==> src/rtl/timer_sched.sv <==
// timer_sched: round-robin scheduler sharing one external timer among four requesters.
// A request is granted in IDLE. The winner's period is loaded into the timer and a
// start pulse is issued. The block then waits for the timer to expire and pulses
// done back to the winner.
//
// Ports:
//   CLK        - clock, rising edge
//   RST        - asynchronous active-low reset (also resets the external timer)
//   req        - level request per requester, held until its done is seen
//   period_bus - per-requester 8-bit period, requester i at [8i+7:8i]
//   grant      - one-hot owner of the timer, zero when idle
//   done       - one-cycle completion pulse to the owner
//   busy       - high whenever the FSM is not idle
//   tmr_circle - period driven into the timer
//   tmr_start  - timer start strobe
//   tmr_over   - timer expiry from the timer
module timer_sched (
   input  logic        CLK,
   input  logic        RST,
   input  logic [3:0]  req,
   input  logic [31:0] period_bus,
   output logic [3:0]  grant,
   output logic [3:0]  done,
   output logic        busy,
   output logic [7:0]  tmr_circle,
   output logic        tmr_start,
   input  logic        tmr_over
);

   typedef enum logic [1:0] {StIdle, StStart, StWait, StDone} state_e;

   state_e     state_q, state_d;
   logic [3:0] grant_q, grant_d;
   logic [7:0] circle_q, circle_d;
   logic [1:0] ptr_q, ptr_d;

   logic       win_found;
   logic [1:0] win_idx;
   logic [1:0] arb_idx;
   logic [7:0] win_period;
   logic [1:0] grant_idx;

   // Round-robin search starting just after the last winner, wrapping over all four.
   always_comb begin
      win_found = 1'b0;
      win_idx   = 2'd0;
      arb_idx   = 2'd0;
      for (int unsigned off = 1; off <= 4; off++) begin
         arb_idx = ptr_q + 2'(off);
         if (!win_found && req[arb_idx]) begin
            win_found = 1'b1;
            win_idx   = arb_idx;
         end
      end
   end

   assign win_period = period_bus[{win_idx, 3'b000} +: 8];

   always_comb begin
      grant_idx = 2'd0;
      case (grant_q)
         4'b0010: grant_idx = 2'd1;
         4'b0100: grant_idx = 2'd2;
         4'b1000: grant_idx = 2'd3;
         default: grant_idx = 2'd0;
      endcase
   end

   // Arbitration happens only in IDLE: the winner still holds req while it sees done,
   // so arbitrating in DONE would re-grant a requester that is about to drop.
   always_comb begin
      state_d  = state_q;
      grant_d  = grant_q;
      circle_d = circle_q;
      ptr_d    = ptr_q;
      case (state_q)
         StIdle: begin
            if (win_found) begin
               grant_d  = 4'b0001 << win_idx;
               circle_d = win_period;
               // A zero load never expires in the timer, so skip straight to DONE.
               state_d  = (win_period != 8'h00) ? StStart : StDone;
            end
         end
         StStart: state_d = StWait;
         StWait: begin
            if (tmr_over) begin
               state_d = StDone;
            end
         end
         StDone: begin
            ptr_d   = grant_idx;
            grant_d = 4'b0000;
            state_d = StIdle;
         end
         default: state_d = StIdle;
      endcase
   end

   always_ff @(posedge CLK or negedge RST) begin
      if (!RST) begin
         state_q  <= StIdle;
         grant_q  <= 4'b0000;
         circle_q <= 8'h00;
         ptr_q    <= 2'd3;
      end else begin
         state_q  <= state_d;
         grant_q  <= grant_d;
         circle_q <= circle_d;
         ptr_q    <= ptr_d;
      end
   end

   assign grant      = grant_q;
   assign tmr_circle = circle_q;
   assign busy       = (state_q != StIdle);
   assign tmr_start  = (state_q == StStart);
   assign done       = (state_q == StDone) ? grant_q : 4'b0000;

endmodule

==> config.mk <==
export PLATFORM = sky130hd
export DESIGN_NAME = timer_sched
export DESIGN_NICKNAME = d
export VERILOG_FILES = /design/src/rtl/timer_sched.sv
export SDC_FILE = /design/constraint.sdc
export NUM_CORES = 1
export LEC_CHECK = 0
export CORE_ASPECT_RATIO = 2
export CORE_MARGIN = 4
export CORE_UTILIZATION = 36
export DETAILED_ROUTE_END_ITERATION = 8
export PLACE_DENSITY = 0.76
export SYNTH_ARGS = -nofsm -noshare
export SYNTH_HDL_FRONTEND = slang
export SYNTH_SLANG_ARGS = --single-unit
==> constraint.sdc <==
create_clock -name CLK -period 1.93 [get_ports CLK]
set_input_delay 0.386 -clock CLK [delete_from_list [all_inputs] [get_ports CLK]]
set_output_delay 0.386 -clock CLK [all_outputs]
set_load 0.05 [all_outputs]
# Word-level counts from Yosys, hierarchy flattened
# Index checks and enable logic that the tools add are counted.
[word_totals] register_bits=16 inputBits=39 out_inout_bits=18 elab_cells=58
[op_classes] addsub=3 magnitude_cmp=4 n_eq_ne=8 n_shift=2 muxes=24 n_reduce_logical=13
[ops] op="32-bit by 6-bit variable part select with 8-bit output" n=1
[ops] op="2-bit 2-to-1 mux" n=7
[ops] op="2-bit by 3-bit < comparator with 1-bit output, second input constant" n=4
[ops] op="1-bit binary-select mux with 2-bit select" n=4
[ops] op="1-bit 2-to-1 mux" n=8
[ops] op="4-bit 2-to-1 mux" n=2
[ops] op="2-bit one-hot mux with 4 select lines" n=1
[ops] op="4-bit one-hot mux with 2 select lines" n=1
[ops] op="8-bit nonzero test" n=1
[ops] op="2-bit one-hot mux with 3 select lines" n=1
[ops] op="2-bit AND reduction" n=3
[ops] op="2-bit adder, second input constant" n=2
[ops] op="2-bit equality test, second input constant" n=2
[ops] op="4-bit by 2-bit equality test with 1-bit output, second input constant" n=1
[ops] op="4-bit by 3-bit equality test with 1-bit output, second input constant" n=1
[ops] op="4-bit equality test, second input constant" n=1
[ops] op="2-bit != test, second input constant" n=2
[ops] op="2-bit nonzero test" n=2
[ops] op="1-bit by 2-bit << shifter with 4-bit output, first input constant" n=1
[ops] op="1-bit logical AND" n=3
[ops] op="1-bit logical NOT" n=3
[ops] op="2-bit by 1-bit adder with 2-bit output, second input constant" n=1
[ops] op="2-bit by 1-bit equality test with 1-bit output, second input constant" n=1
[ops] op="2-bit logical NOT" n=1

# Longest topological paths before layout
[depth] depth_word=18 depth_mapped=8

# Worst setup path before layout
# OpenSTA, ideal clock, no wires.
[synth_timing] path_kind="register to register" startpoint="register ptr_q[1]" endpoint="register state_q[1]" setup_ns=0.095 arrival_time_ns=2.026 setup_slack_ns=-0.191 stages_incl_launch_ff=8 n_path_buf=1 synth_period_minus_slack_ns=2.121 path_cell_list="dfstp_2 -> nand3b_1 -> a31oi_1 -> buf_4 -> mux2i_1 -> mux2i_1 -> or4_1 -> o31ai_1"
[synth_via] elab_chain_cells=18 elab_cells_between_ends=32
[synth_rtl] element="from (decl)" line_no="35" rtl="logic [1:0] ptr_q, ptr_d;"
[synth_rtl] element="from (signal assigned)" line_no="110" rtl="ptr_q <= ptr_d;"
[synth_rtl] element="2-bit by 1-bit adder with 2-bit output" line_no="49" rtl="arb_idx = ptr_q + 2'(off);"
[synth_rtl] element="1-bit binary-select mux with 2-bit select" line_no="50" rtl="if (!win_found && req[arb_idx]) begin"
[synth_rtl] element="1-bit 2-to-1 mux (implied by the code)" line_no="50"
[synth_rtl] element="1-bit 2-to-1 mux" line_no="50"
[synth_rtl] element="1-bit logical NOT" line_no="50"
[synth_rtl] element="1-bit logical AND" line_no="50"
[synth_rtl] element="1-bit 2-to-1 mux" line_no="50"
[synth_rtl] element="1-bit logical NOT" line_no="50"
[synth_rtl] element="[... 2 more ...]"
[synth_rtl] element="1-bit logical NOT" line_no="50"
[synth_rtl] element="1-bit logical AND" line_no="50"
[synth_rtl] element="2-bit 2-to-1 mux" line_no="50"
[synth_rtl] element="32-bit by 6-bit variable part select with 8-bit output" line_no="57" rtl="assign win_period = period_bus[{win_idx, 3'b000} +: 8];"
[synth_rtl] element="8-bit nonzero test" line_no="82" rtl="state_d = (win_period != 8'h00) ? StStart : StDone;"
[synth_rtl] element="2-bit 2-to-1 mux" line_no="82"
[synth_rtl] element="2-bit 2-to-1 mux" line_no="78" rtl="if (win_found) begin"
[synth_rtl] element="2-bit one-hot mux with 4 select lines" line_no="76" rtl="case (state_q)"
[synth_rtl] element="to (signal assigned)" line_no="102" rtl="state_q <= StIdle;"
[synth_rtl] element="to (signal assigned)" line_no="107" rtl="state_q <= state_d;"
[synth_rtl] element="to (decl)" line_no="32" rtl="state_e state_q, state_d;"
# Several ways; a longest one is shown, not always the timed one. The select of a mux whose other input is x is not followed.
# A chain may end at the register's enable or synchronous reset.

# Final worst setup path
# Ends and elaborated chain as after synthesis.

==> reports/metrics.yaml <==
outcome:
  outcome: "finished with violations"
  violations: "setup timing"
cts:
  htreeDepth: 1
  path_clk_slew_ns: 0.06
  clock_latency_ns: 0.24
  cts_tree: "built"
  cts.path.max_buffers: 2
  hold_buffers: 0
  cts_root_buf: "clkbuf_8"
  clkSinkCount: 16
  cts_made_buffers: 3
logic_synthesis:
  ys_seq_elements: 16
  syn-num-nets: 148
  synthCells: 104
  netlist_area_um2: 1150
  ys_seq_area_share_pct: 35.2
  synth_top_cell_by_area: "dfrtp_1"
  ys_top_cells_by_area: "dfrtp_1 (31%), mux2i_1 (21%), mux2_2 (9.8%)"
  avgSynthCellArea_um2: 11.0
  yosysWarnings: 0
  synth_top_area_share_pct: 30.6
  synth_cell_types: 35
final_layout:
  fillers: 238
  layout.nets: 220
  syn_to_final_growth_pct: 74.2
  final-seq-area_um2: 403
  diodes: 0
  final_common_cell: "clkdlybuf4s50_1"
  drive_above_1_share_pct: 28.6
  utilization_pct: 66.3
  postLayoutCellArea_um2: 2000
  multi_input_area_um2: 731
  layout_common_cells: "clkdlybuf4s50_1 (41), mux2i_1 (22), buf_4 (17)"
worst_setup_path:
  slowest_delay_ns: 0.39
  startpoint_type: "flip-flop"
  crit_slowest_cell: "dfstp_2"
  cp.arrival_ns: 2.36
  cp_max_fo: 12
  path_cells: "buf_4 -> a21o_1 -> a31oi_4 -> buf_12 -> buf_12 -> mux2i_1 -> mux2i_1 -> or3_1 -> o31ai_1"
  path_buf_inv: 3
  cp.required_ns: 2.08
  worst_setup_path_end_kind: "flip-flop"
  worstSetupPathType: "reg -> reg"
  crit_family: "compound AO/OA/AOI/OAI gates"
worst_hold_path:
  hold_class: "in -> async"
sta:
  worst_pin_slew_ns: 0.529
  setup_viol: 1
  timing.slew.headroom_pct: 64.6
  period_needed_ns: 2.20
  finalHoldViolations: 0
  maxSlewViolCount: 0
  finalCritPeriodShare_pct: 114
  tns_ns: -0.273
  worst_slack_ns: -0.273
  maxClockFrequency_mhz: 454
  rsz0062_at_grt: "true"
  fin_skew_ns: 0.00336
global_route:
  grt_max_degree: 13
  grt_pass1_wl_mm: 5.05
  grt_pass1_vias: 1132
  antenna_found_initial: 0
  grt-ovfl-total: 0
  track_usage_pct: 16.5
place:
  dpl_cell_area_um2: 1900
  gp_congestion: 0.757
  hpwlAfterDp_mm: 2.80
  pre_cts_ws_ns: -0.657
  io_buffer_count: 56
floorplanning:
  coreArea_um2: 3010
  dieHeight_um: 87.8
  dieWidth_um: 47.9
  dieArea_um2: 4200
  io_pins: 57
  start_util_pct: 38.0
  rows: 28
routing:
  wirelength_mm: 3.21
  first_iter_violations: 8
  wire_per_inst_um: 15.7
  vias: 1069
  drcViolationCount: 0
  firstDrtPassIters: 3
  ant_nets: 0
  via_per_inst: 5.21
pwr:
  p_leak_nw: 0.894
  p_per_area_nw_per_um2: 1580
  power.share.combinational_pct: 69.9
  switching_power_mw: 1.44
  power_frac_clock_pct: 9.2
  switching_share_pct: 45.8
  power.internal_mw: 1.71
  finalPower_mw: 3.15
  ir_drop_mv: 1.10
  seqPwrFrac_pct: 20.9
job:
  maxCapViolations: 0
registers in the layout, summed over array words and instances (netlist names):
signal      flops
tmr_circle      8
ptr_q           2
state_q         2
grant           4
area by class of cell:
type                            count  area share, %
Multi-Input combinational cell     79           36.6
Tap cell                           30           1.88
Timing Repair Buffer               72           37.8
Clock buffer                        4           2.76
Sequential cell                    16           20.2
Inverter                            4          0.752
metrics by stage:
step	hold slack, ns	instances
floorplan	0.0904	104
global placement	0.484	198
detailed placement	0.493	198
CTS	0.441	203
global route	0.457	205
finish	0.439	205
routing by layer:
metal | vias to the layer above | part of all wire (%) | global-route usage, %
met3 | 4 | 2.8 | 1.23
met2 | 26 | 64 | 32.8
li1 | 523 | - | -
met5 | - | 0 | 0
met4 | 0 | 1.7 | 5.39
met1 | 516 | 32 | 15.9
synthesized netlist by cell type:
cell / n
o21a_1: 1
o31ai_1: 1
nor4b_1: 1
clkbuf_1: 2
a31oi_1: 1
dfstp_2: 2
o21ai_0: 2
inv_1: 4
a32o_1: 1
o21bai_1: 1
a21o_1: 1
nor2_1: 2
nor3_1: 3
nand3b_1: 2
buf_4: 1
xnor2_1: 2
o41ai_1: 2
mux2_2: 10
nand2b_1: 3
nand2_1: 4
nand3_1: 1
or4_1: 1
dfrtp_1: 14
mux2i_1: 24
ha_1: 5
and2_1: 4
o32a_1: 1
buf_2: 1
and2b_1: 1
or3_1: 1
buf_6: 1
o221ai_4: 1
a22o_1: 1
a21oi_1: 1
a21oi_2: 1
cell families (layout without fill, tap and decap cells):
| kind of cell | after synthesis | after routing | share of synthesized area, % |
|---|---|---|---|
| AOI/OAI and AO/OA | 15 | 15 | 11.6 |
| xor gates and xnor gates | 2 | 2 | 1.53 |
| adders and majority gates | 5 | 5 | 5.46 |
| buffers and inverters | 9 | 80 | 4.04 |
| DFF | 16 | 16 | 35.2 |
| muxes | 34 | 34 | 30.8 |
| and+or+nand+nor | 23 | 23 | 11.5 |
worst reg2reg max path: cells and delay by family, from the launching register on:
family,cells,cell delay (ns)
AOI/OAI and AO/OA,3,0.62
buffers and inverters,3,0.44
DFF,1,0.39
and+or+nand+nor,1,0.38
muxes,2,0.29
repair_timing:
item                                   CTS  global route
setup buffers                            1             2
endpoints found under the hold margin    0             0
gates cloned                             0             0
pin swaps                                3             2
setup endpoints to repair                5             6
gates resized for setup                  9             2
final timing paths:
kind	startpoint	end	slack (ns)	depth (start not counted)
max in group asynchronous	RST	tmr_circle[5]$_DFFE_PN0P_	1.02	2
min reg2reg	tmr_circle[1]$_DFFE_PN0P_	tmr_circle[1]$_DFFE_PN0P_	0.50	1
max reg2reg	ptr_q[1]$_DFFE_PN1P_	state_q[1]$_DFFE_PN0P_	-0.27	9
max	ptr_q[1]$_DFFE_PN1P_	state_q[1]$_DFFE_PN0P_	-0.27	9
min	RST	state_q[0]$_DFFE_PN0P_	0.44	1
min in group CLK	tmr_circle[1]$_DFFE_PN0P_	tmr_circle[1]$_DFFE_PN0P_	0.50	1
power groups by stage:
stage / clock network (mW) / registers (mW) / logic [mW]
2_1_floorplan: 0 / 1.08 / 0.917
3_3_place_gp: 0 / 0.659 / 2.09
3_5_place_dp: 0 / 0.670 / 2.14
4_1_cts: 0.293 / 0.665 / 2.18
5_1_grt: 0.315 / 0.687 / 2.34
6_report: 0.288 / 0.658 / 2.20
Power figures use the tool's default switching activity.
